===== src/rtl/seg7_scan_driver.sv =====
// seg7_scan_driver: time-multiplexed common-anode 7-segment driver.
// Double-buffered digit codes with per-digit blank and blink, plus optional leading-zero suppression.
module seg7_scan_driver #(
  parameter int NDIGITS      = 4,
  parameter int SCAN_DIV     = 50000,
  parameter int BLINK_FRAMES = 32
) (
  input  logic                 clk,
  input  logic                 clrn,
  input  logic                 load,
  input  logic [4*NDIGITS-1:0] data_in,
  input  logic [NDIGITS-1:0]   blank_in,
  input  logic [NDIGITS-1:0]   blink_in,
  input  logic                 lzs,
  output logic [6:0]           seg_n,
  output logic [NDIGITS-1:0]   dig_n,
  output logic                 busy,
  output logic                 frame
);
  localparam int CW = $clog2(SCAN_DIV);
  localparam int IW = $clog2(NDIGITS);
  localparam int FW = BLINK_FRAMES > 1 ? $clog2(BLINK_FRAMES) : 1;
  localparam logic [CW-1:0] CLAST = CW'(SCAN_DIV - 1);
  localparam logic [IW-1:0] ILAST = IW'(NDIGITS - 1);
  localparam logic [FW-1:0] FLAST = FW'(BLINK_FRAMES - 1);
  // Active-low g..a patterns for codes F down to 0.
  localparam logic [111:0] LUT = {7'h0E, 7'h06, 7'h21, 7'h46, 7'h03, 7'h08, 7'h10, 7'h00,
                                  7'h78, 7'h02, 7'h12, 7'h19, 7'h30, 7'h24, 7'h79, 7'h40};
  logic [CW-1:0]        cnt;
  logic [IW-1:0]        idx;
  logic [FW-1:0]        fcnt;
  logic                 phase_off;
  logic [4*NDIGITS-1:0] act_data, pend_data;
  logic [NDIGITS-1:0]   act_blank, pend_blank, act_blink, pend_blink;
  logic [NDIGITS-1:0]   sup;
  logic                 tc, fb, z, dark;
  logic [3:0]           code;
  logic [6:0]           seg_next;

  assign tc = cnt == CLAST;
  assign fb = tc && idx == ILAST;

  // A digit is suppressed when it and every digit above it hold zero.
  always_comb begin
    sup = '0;
    z = 1'b1;
    for (int i = NDIGITS - 1; i >= 1; i--) begin
      z = z & (act_data[4*i +: 4] == 4'd0);
      sup[i] = lzs & z;
    end
  end

  always_comb begin
    code = act_data[4*idx +: 4];
    dark = act_blank[idx] | (act_blink[idx] & phase_off) | sup[idx];
    seg_next = dark ? 7'h7F : LUT[7*code +: 7];
  end

  always_ff @(posedge clk or negedge clrn)
    if (!clrn) begin
      cnt        <= '0;
      idx        <= '0;
      fcnt       <= '0;
      phase_off  <= 1'b0;
      act_data   <= '0;
      pend_data  <= '0;
      act_blank  <= '1;
      pend_blank <= '1;
      act_blink  <= '0;
      pend_blink <= '0;
      busy       <= 1'b0;
      frame      <= 1'b0;
      seg_n      <= 7'h7F;
      dig_n      <= '1;
    end else begin
      cnt   <= tc ? '0 : cnt + 1'b1;
      frame <= fb;
      if (tc) idx <= idx == ILAST ? '0 : idx + 1'b1;
      if (fb) begin
        fcnt <= fcnt == FLAST ? '0 : fcnt + 1'b1;
        if (fcnt == FLAST) phase_off <= ~phase_off;
      end
      if (load) {pend_data, pend_blank, pend_blink} <= {data_in, blank_in, blink_in};
      // A load landing on the boundary bypasses pending so it is never lost.
      if (fb && load) {act_data, act_blank, act_blink} <= {data_in, blank_in, blink_in};
      else if (fb && busy) {act_data, act_blank, act_blink} <= {pend_data, pend_blank, pend_blink};
      busy  <= !fb && (load || busy);
      seg_n <= seg_next;
      dig_n <= ~(NDIGITS'(1) << idx);
    end
endmodule


===== config.mk =====
export PLATFORM = sky130hd
export DESIGN_NAME = seg7_scan_driver
export DESIGN_NICKNAME = d
export VERILOG_FILES = /design/src/rtl/seg7_scan_driver.sv
export SDC_FILE = /design/constraint.sdc
export NUM_CORES = 1
export LEC_CHECK = 0
export CORE_UTILIZATION = 35
export CTS_BUF_LIST = sky130_fd_sc_hd__clkbuf_16
export CTS_CLUSTER_SIZE = 16
export DETAILED_ROUTE_END_ITERATION = 8
export GPL_ROUTABILITY_DRIVEN = 0
export REMOVE_ABC_BUFFERS = 1
export SLEW_MARGIN = 20
export SYNTH_ARGS = -nofsm -noshare
export SYNTH_HDL_FRONTEND = slang
export SYNTH_SLANG_ARGS = --single-unit

===== constraint.sdc =====
create_clock -name clk -period 2.73 [get_ports clk]
set_input_delay 0.4095 -clock clk [delete_from_list [all_inputs] [get_ports clk]]
set_output_delay 0.4095 -clock clk [all_outputs]
set_load 0.02 [all_outputs]

After elaboration in Yosys (flattened, before gate mapping). Index checks and enable logic that the tools add are counted.

Add/sub/neg operators: 3. $mul: 1. $lt $le $gt $ge: 1. Equality and inequality tests: 3. Shift-type cells: 3. Mux-type cells: 16. Bitwise logic cells: 10. Reductions and logical operators: 11.

Operators by type and width (number): variable part select 112 x 8 -> 7 bit, first input constant (1); 2-to-1 mux 16 bit (3); adder 16 x 1 -> 16 bit, second input constant (1); == test 16 bit, second input constant (1); 2-to-1 mux 4 bit (4); variable part select 16 x 5 -> 4 bit (1); logical NOT 4 bit (3); multiplier 3 x 4 -> 7 bit, first input constant (1); 2-to-1 mux 7 bit (1); AND 1 bit (6); binary-select mux 1 bit (select 2 bit) (3); adder 5 x 1 -> 5 bit, second input constant (1); == test 5 bit, second input constant (1); 2-to-1 mux 5 bit (1); logical AND 1 bit (4); inverter 4 bit (1); left shift 1 x 2 -> 4 bit, first input constant (1); less-than comparator 2 x 3 -> 1 bit, second input constant (1); 2-to-1 mux 1 bit (3); adder 2 x 1 -> 2 bit, second input constant (1); == test 2 bit, second input constant (1); 2-to-1 mux 2 bit (1); bitwise OR 1 bit (2); AND reduction 2 bit (1); other kinds (4) (4).

Flip-flop bits (word level): 85. Input port bits: 28. Output and inout bits: 13. Word-level logic and storage cells: 62.

Depth between registers and ports, before layout.
Depth after elaboration: 8. Depth in mapped cells: 8. Depth with buffers taken out: 7.

Worst setup path before layout. OpenSTA, ideal clock, no wires.

Path type: reg2reg. Start: reg idx[0]. End: reg seg_n[0]. Setup time: 91 ps. Arrival time: 2018 ps. Data required time: 2639 ps. Setup slack: 621 ps. Cell stages (with the launch flop): 8. Path buffers: 1. Period minus slack after synthesis: 2109 ps. Path through: dfrtp_1 > buf_2 > mux4_2 > inv_1 > ha_1 > mux2_2 > o32ai_1 > o31ai_1.

Longest elaborated chain between the ends: 6. Elaborated cells on any way between the ends: 13. Classes of those cells: mul (1); shift (2); mux (7); bitwise (3).

RTL lines: start: declaration (RTL line 30) `logic [IW-1:0] idx;`; start signal: assignment (RTL line 78) `if (tc) idx <= idx == ILAST ? '0 : idx + 1'b1;`; parallel branches: the longest is 5 deep, another holds multiplier 3 x 4 -> 7 bit; 2-to-1 mux 7 bit * (RTL line 56) `seg_next = dark ? 7'h7F : LUT[7*code +: 7];`; via seg_next[0] (RTL line 38) `logic [6:0] seg_next;`; end signal: assignment (RTL line 88) `seg_n <= seg_next;`; end: declaration (RTL line 15) `output logic [6:0] seg_n,`.

Mark *: on every way through the listed nets, which the timed path passes. The select of a mux whose other input is x is not followed. A chain may end at the register's enable or synchronous reset.

Worst setup path in the final report. Ends and elaborated chain as after synthesis.

==> key figures <==
Final layout
  – NumNets Final: 389
  – FILL cells: 1074
  – Post-Layout Cell Count: 496
  – Synth-to-layout area growth: 19.1%
  – Ant. Diodes: 0
  – Layout cells sized above 1: 0.306

Timing
  – Worst-Margin Slew: 738 ps
  – Slew Limit Fails: 0
  – RSZ-0062 raised after global routing: false
  – Period utilization: 0.859
  – Crit path time final: 2340 ps
  – Fin Setup TNS: 0 ps
  – # setup viols final: 0
  – F_max: 0.427 GHz
  – Relative slew margins: 0.508
  – Hold Fails Final Rpt: 0
  – Worst Skew: 6.97 ps

Global route
  – Vias in the first global route: 2381
  – First-pass GRT wire length: 12600 um
  – GRT Total Usage: 0.139
  – Grt ovf: 0
  – Initial antenna violation count: 0
  – Largest net degree at the start of global routing: 84

Setup path
  – Critical path required time: 2970 ps
  – Startpoint class of the critical path: flop
  – Type of the worst setup path: reg2reg
  – Worst Setup End Kind: flop
  – CP Max Fanout: 10
  – CP Data Arrival Time: 2590 ps
  – RR Startpoint: idx[0]
  – Worst Setup SP: idx[0]

Logic synthesis
  – Top cells by area, synth: dfrtp_1, dfstp_2, mux2_2
  – Synth unique cells: 52
  – Yosys top cell area share: 0.403
  – YS warnings: 0
  – Flops & latches, synth: 85
  – Post-synthesis sequential area ratio: 0.525
  – Async SR Flop Fraction: 1.00
  – Post-synth top cells: dfrtp_1, mux2_2, mux2_4
  – Mapped Avg Cell Area: 13.5 um2
  – Synthesized area: 0.00410 mm2
  – EDFF count, synth: 0
  – Top-count cell post-synth: dfrtp_1
  – Predominant post-synthesis flop cell: dfrtp_1
  – Synth Instances: 304
  – Leading area contributor after synthesis: dfrtp_1

Die
  – Initial Util: 0.359
  – Die ar.: 0.0121 mm2
  – Die Span X: 110 um
  – IO Pins: 41
  – Rows: 39
  – Core Region: 0.0114 mm2
  – Die H: 110 um

Clocking
  – Clock tree from TritonCTS: yes
  – Worst skew pair latency: 340 ps
  – Post-CTS Resized: 0
  – CTS buffer count: 9
  – Post-CTS Setup Inserts: 0
  – Clock-pin slew on the worst setup and hold paths: 60 ps
  – Clk buf depth: 2
  – Htree depth: 3
  – Clock root cell: clkbuf_16
  – Clock tree sinks: 85
  – Hold-fix buffer count after cts: 0

Route
  – Routed wire length per instance: 15.1 um
  – DRT Pass-1 Iters: 6
  – Antenna viol nets, final: 0
  – Starting DRT DRC Count: 165
  – Routed Wire Length: 7510 um
  – Via count: 2443
  – Vias per std cell: 4.93
  – Number of remaining DRC errors: 0

Outcome
  – Status: completed

Pwr
  – Peak supply drop: 329 uV
  – Power Dens Cells: 567 mW/mm2
  – Leak: 2.17 nW

Worst hold path
  – Hold Path Class: in2async

Flow run
  – Max Cap Viol: 0

Placed design
  – Placed cell count: 480
  – IO Port Bufs: 40
  – Detailed Place HPWL: 5090 um
-- kinds of logic (layout without fill, tap and decap cells) --
family / Yosys count / after routing / synth area share
AOI/OAI and AO/OA: 26 / 26 / 0.0418
xor gates and xnor gates: 13 / 13 / 0.0278
adders and majority gates: 13 / 13 / 0.0397
buffers and inverters: 24 / 73 / 0.0425
DFF: 85 / 85 / 0.525
muxes: 62 / 62 / 0.204
and+or+nand+nor: 81 / 81 / 0.119
-- final cells by class --
cell class              count  area [um2]  area share
flip-flops and latches     85        2150       0.441
multi-input cells         195        1770       0.363
inverters                  12        45.0     0.00924
well taps                 143         179      0.0367
clock buffers               9         225      0.0462
repair buffers             45         439      0.0900
clock inverters             7        66.3      0.0136
-- sequential cells by signal (all words and copies together) (netlist names), 5 cells and up --
signal and cells:
act_data 16, cnt 16, pend_data 16, seg_n 7
fcnt 5
-- final timing paths --
path	to	slack, ps	cells after the start
max reg2reg	seg_n[0]	390	6
min in group clk	cnt[0]	470	1
max	seg_n[0]	390	6
min	cnt[2]	120	1
max in group asynchronous	seg_n[0]	2000	2
min reg2reg	cnt[0]	470	1
-- stage by stage --
stage                     worst slack, ps  hold WS, ps   util  cell area (um2)  total power [mW]
after floorplan                       190          114      -             3970              1.48
after detailed placement              400          463  0.401             4580              1.60
after global placement                456          457  0.401             4580              1.60
final                                 386          117  0.427             4880              2.77
after global routing                  175          167  0.427             4880              2.89
after CTS                             378          291  0.427             4870              2.80
-- worst max-delay path, stage by stage (launching register included) --
cell and delay (ps):
dfrtp_1 640, mux4_2 670, inv_1 140, ha_1 290, mux2_2 190, o32ai_1 80
o31ai_1 220
-- placed cells by master (no fill, tap or decap), drive strengths merged, types with 2 or more instances in the layout --
| master | synthesis | routed |
|---|---|---|
| a21oi | 4 | 4 |
| and3 | 6 | 6 |
| and4 | 4 | 4 |
| buf | 7 | 6 |
| clkbuf | 5 | 9 |
| clkdlybuf4s50 | 0 | 39 |
| clkinv | 0 | 3 |
| dfrtp | 66 | 66 |
| dfstp | 19 | 19 |
| ha | 13 | 13 |
| inv | 12 | 14 |
| mux2 | 52 | 52 |
| mux2i | 4 | 4 |
| mux4 | 6 | 6 |
| nand2 | 14 | 14 |
| nand3 | 15 | 15 |
| nand4 | 4 | 4 |
| nor2 | 12 | 12 |
| nor2b | 3 | 3 |
| nor3 | 6 | 6 |
| nor4 | 5 | 5 |
| o21ai | 9 | 9 |
| o311ai | 2 | 2 |
| o31ai | 3 | 3 |
| or4 | 2 | 2 |
| xnor2 | 5 | 5 |
| xor2 | 8 | 8 |
-- routing by layer --
layer | share of wire | global-route usage
met5 | 0 | 0
met4 | 0.0051 | 0.0338
met3 | 0.034 | 0.0476
met2 | 0.46 | 0.198
met1 | 0.50 | 0.202
-- report_power, final --
part           internal, mW  switching [mW]
Sequential             1.33          0.0245
Combinational         0.121          0.0974
Clock                 0.703           0.488
Total                  2.16           0.610
Note: power is estimated with default switching activity, not from simulation.
